[src/rtl/gray_conv_arbiter.sv]
// Round-robin arbiter sharing one binary-to-Gray result register between NREQ requesters.
// Optional GRAY_CONV_PARITY_EN adds a registered gray_par output (XOR-reduction of gray_out).

module gray_conv_lane #(
  parameter int WIDTH = 4
) (
  input  logic [WIDTH-1:0] bin,
  output logic [WIDTH-1:0] gray
);
  assign gray = bin ^ (bin >> 1);
endmodule

module gray_conv_arbiter #(
  parameter int WIDTH = 4,
  parameter int NREQ  = 4
) (
  input  logic                    clk,
  input  logic                    rst_n,
  input  logic [NREQ-1:0]         req,
  input  logic [NREQ*WIDTH-1:0]   din,
  output logic [NREQ-1:0]         gnt,
  output logic                    out_valid,
  input  logic                    out_ready,
  output logic [WIDTH-1:0]        gray_out,
  output logic [$clog2(NREQ)-1:0] out_id,
`ifdef GRAY_CONV_PARITY_EN
  output logic                    gray_par,
`endif
  output logic                    busy
);
  localparam int IDW = $clog2(NREQ);

  typedef enum logic {IDLE, HOLD} state_t;

  state_t                      state, state_d;
  logic [IDW-1:0]              ptr, ptr_nxt;
  logic [IDW-1:0]              win_idx;
  logic                        win_vld;
  logic                        accept;
  logic [NREQ-1:0][WIDTH-1:0]  gray_lane;

  // every requester gets its own converter; the winner's result is muxed into the register
  for (genvar i = 0; i < NREQ; i++) begin : g_lane
    gray_conv_lane #(.WIDTH(WIDTH)) u_lane (
      .bin  (din[i*WIDTH +: WIDTH]),
      .gray (gray_lane[i])
    );
  end

  // rotating priority: first set req bit at or after ptr wins
  always_comb begin
    logic [IDW-1:0] cand;
    win_vld = 1'b0;
    win_idx = '0;
    cand    = '0;
    for (int k = 0; k < NREQ; k++) begin
      cand = IDW'((int'(ptr) + k) % NREQ);
      if (!win_vld && req[cand]) begin
        win_vld = 1'b1;
        win_idx = cand;
      end
    end
  end

  assign ptr_nxt = (win_idx == IDW'(NREQ-1)) ? '0 : win_idx + 1'b1;

  always_comb begin
    accept  = rst_n && win_vld && (state == IDLE || out_ready);
    state_d = state;
    gnt     = '0;
    if (accept) gnt = NREQ'(1) << win_idx;
    case (state)
      IDLE:    if (accept) state_d = HOLD;
      HOLD:    if (out_ready && !accept) state_d = IDLE;
      default: state_d = IDLE;
    endcase
  end

  always_ff @(posedge clk or negedge rst_n) begin
    if (!rst_n) begin
      state    <= IDLE;
      ptr      <= '0;
      gray_out <= '0;
      out_id   <= '0;
`ifdef GRAY_CONV_PARITY_EN
      gray_par <= 1'b0;
`endif
    end else begin
      state <= state_d;
      if (accept) begin
        ptr      <= ptr_nxt;
        gray_out <= gray_lane[win_idx];
        out_id   <= win_idx;
`ifdef GRAY_CONV_PARITY_EN
        gray_par <= ^gray_lane[win_idx];
`endif
      end
    end
  end

  assign out_valid = (state == HOLD);
  assign busy      = (state == HOLD);

endmodule

[config.mk]
export PLATFORM = sky130hd
export DESIGN_NAME = gray_conv_arbiter
export DESIGN_NICKNAME = d
export VERILOG_FILES = /design/src/rtl/gray_conv_arbiter.sv
export SDC_FILE = /design/constraint.sdc
export NUM_CORES = 1
export LEC_CHECK = 0
export CAP_MARGIN = 20
export CORE_MARGIN = 1
export CORE_UTILIZATION = 45
export DETAILED_ROUTE_END_ITERATION = 16
export PLACE_DENSITY = 0.84
export SYNTH_ARGS = -nofsm -noshare
export SYNTH_HDL_FRONTEND = slang
export SYNTH_SLANG_ARGS = --single-unit
[constraint.sdc]
create_clock -name clk -period 4.64 [get_ports clk]
set_input_delay 0.696 -clock clk [delete_from_list [all_inputs] [get_ports clk]]
set_output_delay 0.696 -clock clk [all_outputs]
set_load 0.03 [all_outputs]
=== After elaboration in Yosys (flattened, before gate mapping) ===
Index checks and enable logic that the tools add are counted.

* $add $sub $neg: 4
* Multiply operators: 0
* Div/mod/pow operators: 0
* Order comparisons: 5
* Equal/unequal tests: 1
* Shift-type cells: 1
* Multiplexer cells: 23
* Bitwise gates (word level): 5
* Reductions and logical operators: 11

{| class="wikitable"
|+ Operators by type and width
! cell !! count
|-
| 4-bit by 3-bit XOR with 4-bit output || 4
|-
| 2-bit by 3-bit less-than comparator with 1-bit output, second input constant || 5
|-
| 1-bit 2-to-1 mux || 10
|-
| 2-bit 2-to-1 mux || 5
|-
| 1-bit binary-select mux with 2-bit select || 4
|-
| 4-bit binary-select mux with 2-bit select || 1
|-
| 4-bit 2-to-1 mux || 2
|-
| 1-bit logical AND || 6
|-
| 2-bit by 1-bit adder with 2-bit output, second input constant || 2
|-
| 2-bit adder, second input constant || 2
|-
| 1-bit zero test || 4
|-
| 1-bit by 2-bit left shift with 4-bit output, first input constant || 1
|-
| 2-bit equality test, second input constant || 1
|-
| 1-bit case mux with 2 select lines || 1
|-
| 1-bit logical OR || 1
|-
| 1-bit NOT || 1
|}

* Bits in registers: 9
* Bits in latches: 0
* RAM bits: 0
* Memory bits (read-only): 0
* Bits of input ports: 23
* Output and inout port bits: 12
* Word-level logic and storage cells: 54
* Memories: 0

=== Depth between registers and ports, before layout ===
* Word-level depth: 18
* Mapped depth: 7
* Mapped depth without buffers: 7

=== By module ===
From an unflattened synthesis, not the netlist that was laid out.

* Cell total of the unflattened synthesis: 89
* Area total of the unflattened synthesis: 798.3 um2

{| class="wikitable"
|+ By module, submodules not included
! module !! times used !! cells each !! area an instance (um2) !! seq. area each (um2)
|-
| gray_conv_arbiter || 1 || 73 || 663.1 || 225.2
|-
| gray_conv_lane || 4 || 4 || 33.8 || 0.0
|}

=== Worst setup path after synthesis ===
No wires, ideal clock.

* Kind: input port to output port
* From: in req[2]
* To: out gnt[0]
* Arrival: 1759 ps
* Required time: 3944 ps
* Path slack: 2185 ps
* Cell stages on the path: 6
* Path buffers: 0
* Cell sequence: nor2b_2 > nor3b_2 > o22a_2 > inv_1 > ha_1 > and2_1

* Elaborated cells on any way between the ends: 26
* Those cells by class: shift: 1; mux: 17; reduce/logical: 8

{| class="wikitable"
|+ RTL lines
! item !! line !! source
|-
| start: declaration || 19 || <nowiki>input logic [NREQ-1:0] req,</nowiki>
|-
| 1-bit binary-select mux with 2-bit select || 58 || <nowiki>if (!win_vld && req[cand]) begin</nowiki>
|-
| 1-bit 2-to-1 mux (implied by the code) || 58 ||
|-
| 1-bit 2-to-1 mux || 58 ||
|-
| 1-bit zero test || 58 ||
|-
| 1-bit logical AND || 58 ||
|-
| 1-bit 2-to-1 mux || 58 ||
|-
| 1-bit zero test || 58 ||
|-
| 1-bit logical AND || 58 ||
|-
| 1-bit 2-to-1 mux || 58 ||
|-
| 1-bit zero test || 58 ||
|-
| 1-bit logical AND || 58 ||
|-
| 2-bit 2-to-1 mux * || 58 ||
|-
| net win_idx[0] || 37 || <nowiki>logic [IDW-1:0] win_idx;</nowiki>
|-
| 1-bit by 2-bit left shift with 4-bit output * || 71 || <nowiki>if (accept) gnt = NREQ'(1) << win_idx;</nowiki>
|-
| 4-bit 2-to-1 mux * || 71 ||
|-
| end: declaration || 21 || <nowiki>output logic [NREQ-1:0] gnt,</nowiki>
|}

The timed path passes the listed nets; every way through them passes the cells marked *. The select of a mux whose other input is x is not followed.

=== Final worst setup path ===
* From: in req[3]
* To: out gnt[0]

The elaborated chain is that of the path after synthesis.

==> impl_metrics.tcl <==
set metrics [dict create \
    ff2ff_path_depth 7 \
    slowest_delay_ps 600 \
    drive_gt1_frac 0.154 \
    fmax_mhz 276 \
    report.final.slew_viol_count 0 \
    cp_max_fo 8 \
    path_delay_family "buffers and inverters" \
    synthesis.nets 114 \
    drtIter0Drc 4 \
    numCtsBuffers 3 \
    grtUsageTotal 0.217 \
    setup_tns_ps 0 \
    initial_utilization 0.477 \
    rsz0062_at_grt "false" \
    dp.final_hpwl_mm 1.57 \
    grt_max_degree 12 \
    vias 773 \
    fin_skew_ps 4.77 \
    fillCellCount 134 \
    drt-wirelength-per-cell_um 13.3 \
    clkLatencyLatePin_ps 270 \
    nNetsFinal 151 \
    cts.root.buffer_cell "clkbuf_4" \
    finalWirelength_mm 1.97 \
    dieArea_um2 1980 \
    cp_num_cells 8 \
    crit_required_ps 3940 \
    ant_nets 0 \
    critPathArrivalTime_ps 2930 \
    path_class "in -> out" \
    min_to "gray_out[2]" \
    hp-class "reg -> reg" \
    post_cts_resize_count 0 \
    slowest_stage "clkdlybuf4s50_1" \
    drc 0 \
    synth_seq_area_share 0.276 \
    vdd_drop_max_mv 0.425 \
    crit_chain "clkdlybuf4s50_1 -> nor2b_1 -> nor3b_2 -> o22a_2 -> inv_1 -> ha_1 -> and2_1 -> clkdlybuf4s50_1" \
    cp.buffers_inverters 3 \
    powerDensity_nw_per_um2 420 \
    hold_viol 0 \
    r2r_end "ptr[1]" \
    status "finished, final reports clean" \
    numClockSinks 9 \
    insertedDiodeCount 0 \
    gp_congestion 0.803 \
    layout_common_cells "34 x clkdlybuf4s50_1, 12 x nand2_1, 9 x dfrtp_1, 8 x xor2_1" \
    post-route-min-period_ps 3630 \
    grt_remaining_overflow 0 \
    slew-limit-headroom 0.687 \
    area_growth_pct 47.0 \
    avgSynthCellArea_um2 9.36 \
    yosysWarnings 0 \
    hold_start "gray_out[2]" \
    cts_hold_buf 0 \
    period_share 0.782 \
    synthesis.instances 87 \
    grt_pass1_vias 799 \
    netlist_area_um2 815 \
    io_pins 35 \
    reg2reg_from "ptr[1]" \
    viasPerCell 5.22 \
    ys_types 34 \
    first_pass_iters 2 \
    yosys_register_bits 9 \
    row_count 15 \
    die_h_um 44.5 \
    antenna_found_initial 0 \
    finish.utilization 0.701 \
    setup_viol 0 \
    clk_path_buf_depth 2 \
    cp-start-kind "input pin" \
    core-area_um2 1710 \
    hold_path_depth 2 \
    portBuffers 34 \
    drv_cap 0 \
    final_cells 148 \
    cts_tree "built" \
    die-width_um 44.5 \
    h-tree-depth 1 \
    dp_cells 144 \
    cp-end-kind "output port" \
    cts_setup_buffers 0 \
    tightestPinTransition_ps 467 \
    p_leak_nw 0.515 \
    path_common_cell "clkdlybuf4s50_1" \
    final_common_cell "clkdlybuf4s50_1" \
    reg2reg_slack_ps 3010 \
    grt_pass1_wl_mm 3.16 \
    path_clk_slew_ps 70 \
    total_power_uw 503 \
]
-- layer usage --
metal	up-vias	part of all wire	GRT usage
met5	-	0	0
met4	0	0.0051	0.0424
met3	2	0.055	0.0612
met2	26	0.52	0.397
met1	371	0.42	0.251
li1	374	-	-
-- through the flow --
stage | hold slack, ps | cell area (um2) | setup WS, ps
3_5_place_dp | 470 | 1170 | 1010
5_1_grt | 516 | 1200 | 886
6_report | 503 | 1200 | 1010
2_1_floorplan | 400 | 815 | 2180
4_1_cts | 504 | 1200 | 1010
3_3_place_gp | 463 | 1170 | 1120
-- synthesized netlist by cell type --
| master | n | area share |
|---|---|---|
| nand2_1 | 12 | 0.055 |
| dfrtp_1 | 9 | 0.28 |
| xor2_1 | 8 | 0.086 |
| and2_1 | 4 | 0.031 |
| ha_1 | 4 | 0.061 |
| mux2i_1 | 4 | 0.049 |
| o21ai_0 | 4 | 0.025 |
| xnor2_1 | 4 | 0.043 |
| nand3_1 | 3 | 0.018 |
| nor2_1 | 3 | 0.014 |
| nor2b_2 | 3 | 0.032 |
| inv_1 | 2 | 0.0092 |
| nand2b_1 | 2 | 0.015 |
| nand4_1 | 2 | 0.015 |
| nor2b_1 | 2 | 0.015 |
| nor3_2 | 2 | 0.025 |
| o211ai_2 | 2 | 0.031 |
| a211o_1 | 1 | 0.011 |
| a211oi_1 | 1 | 0.0092 |
| a21o_1 | 1 | 0.0092 |
| buf_2 | 1 | 0.0061 |
| buf_4 | 1 | 0.0092 |
| buf_6 | 1 | 0.014 |
| nand2_2 | 1 | 0.0077 |
| nand2_4 | 1 | 0.014 |
| nor3b_2 | 1 | 0.015 |
| o2111ai_1 | 1 | 0.011 |
| o21a_1 | 1 | 0.0092 |
| o21ba_2 | 1 | 0.012 |
| o21bai_1 | 1 | 0.0092 |
| o221ai_2 | 1 | 0.018 |
| o22a_2 | 1 | 0.012 |
| o311ai_1 | 1 | 0.011 |
| o41ai_2 | 1 | 0.020 |
-- worst reg2reg max path, delay by kind of cell (launching register included) --
family                     cells  cell delay [ps]
DFF                            1              450
AOI/OAI and AO/OA              1              360
and+or+nand+nor                4              350
adders and majority gates      1              270
buffers and inverters          1               80
-- how the worst max path moves through the flow --
stage	from	end	slack, ps
final	req[3]	gnt[0]	1010
after global routing	req[3]	gnt[0]	890
after CTS	req[3]	gnt[0]	1010
after detailed placement	req[3]	gnt[0]	1010
after global placement	req[3]	gnt[0]	1120
after floorplan	req[2]	gnt[0]	2180
-- report_power, final --
group	total (mW)	internal (mW)	switching [mW]
clock network	0.0618	0.0319	0.0300
registers	0.135	0.110	0.0254
logic	0.306	0.135	0.171
-- cell families (layout without fill, tap and decap cells) --
group                      after synthesis  after routing  share of synthesized area
DFF                                      9              9                      0.277
buffers and inverters                    5             41                     0.0384
muxes                                    4              4                     0.0492
xor gates and xnor gates                12             12                      0.129
adders and majority gates                4              4                     0.0614
AOI/OAI and AO/OA                       17             17                      0.187
and+or+nand+nor                         36             36                      0.258
-- flip-flops by register name (all words and copies together), names as in the netlist --
| name | flops |
|---|---|
| busy | 1 |
| gray_out | 4 |
| out_id | 2 |
| ptr | 2 |
-- area by class of cell --
class / count / area [um2] / share of cell area
Timing Repair Buffer: 35 / 348 / 0.290
Clock inverter: 1 / 5.00 / 0.00418
Tap cell: 25 / 31.3 / 0.0261
Inverter: 2 / 7.51 / 0.00627
Clock buffer: 3 / 22.5 / 0.0188
Multi-Input combinational cell: 73 / 558 / 0.466
Sequential cell: 9 / 225 / 0.188
Note: power is estimated with default switching activity, not from simulation.
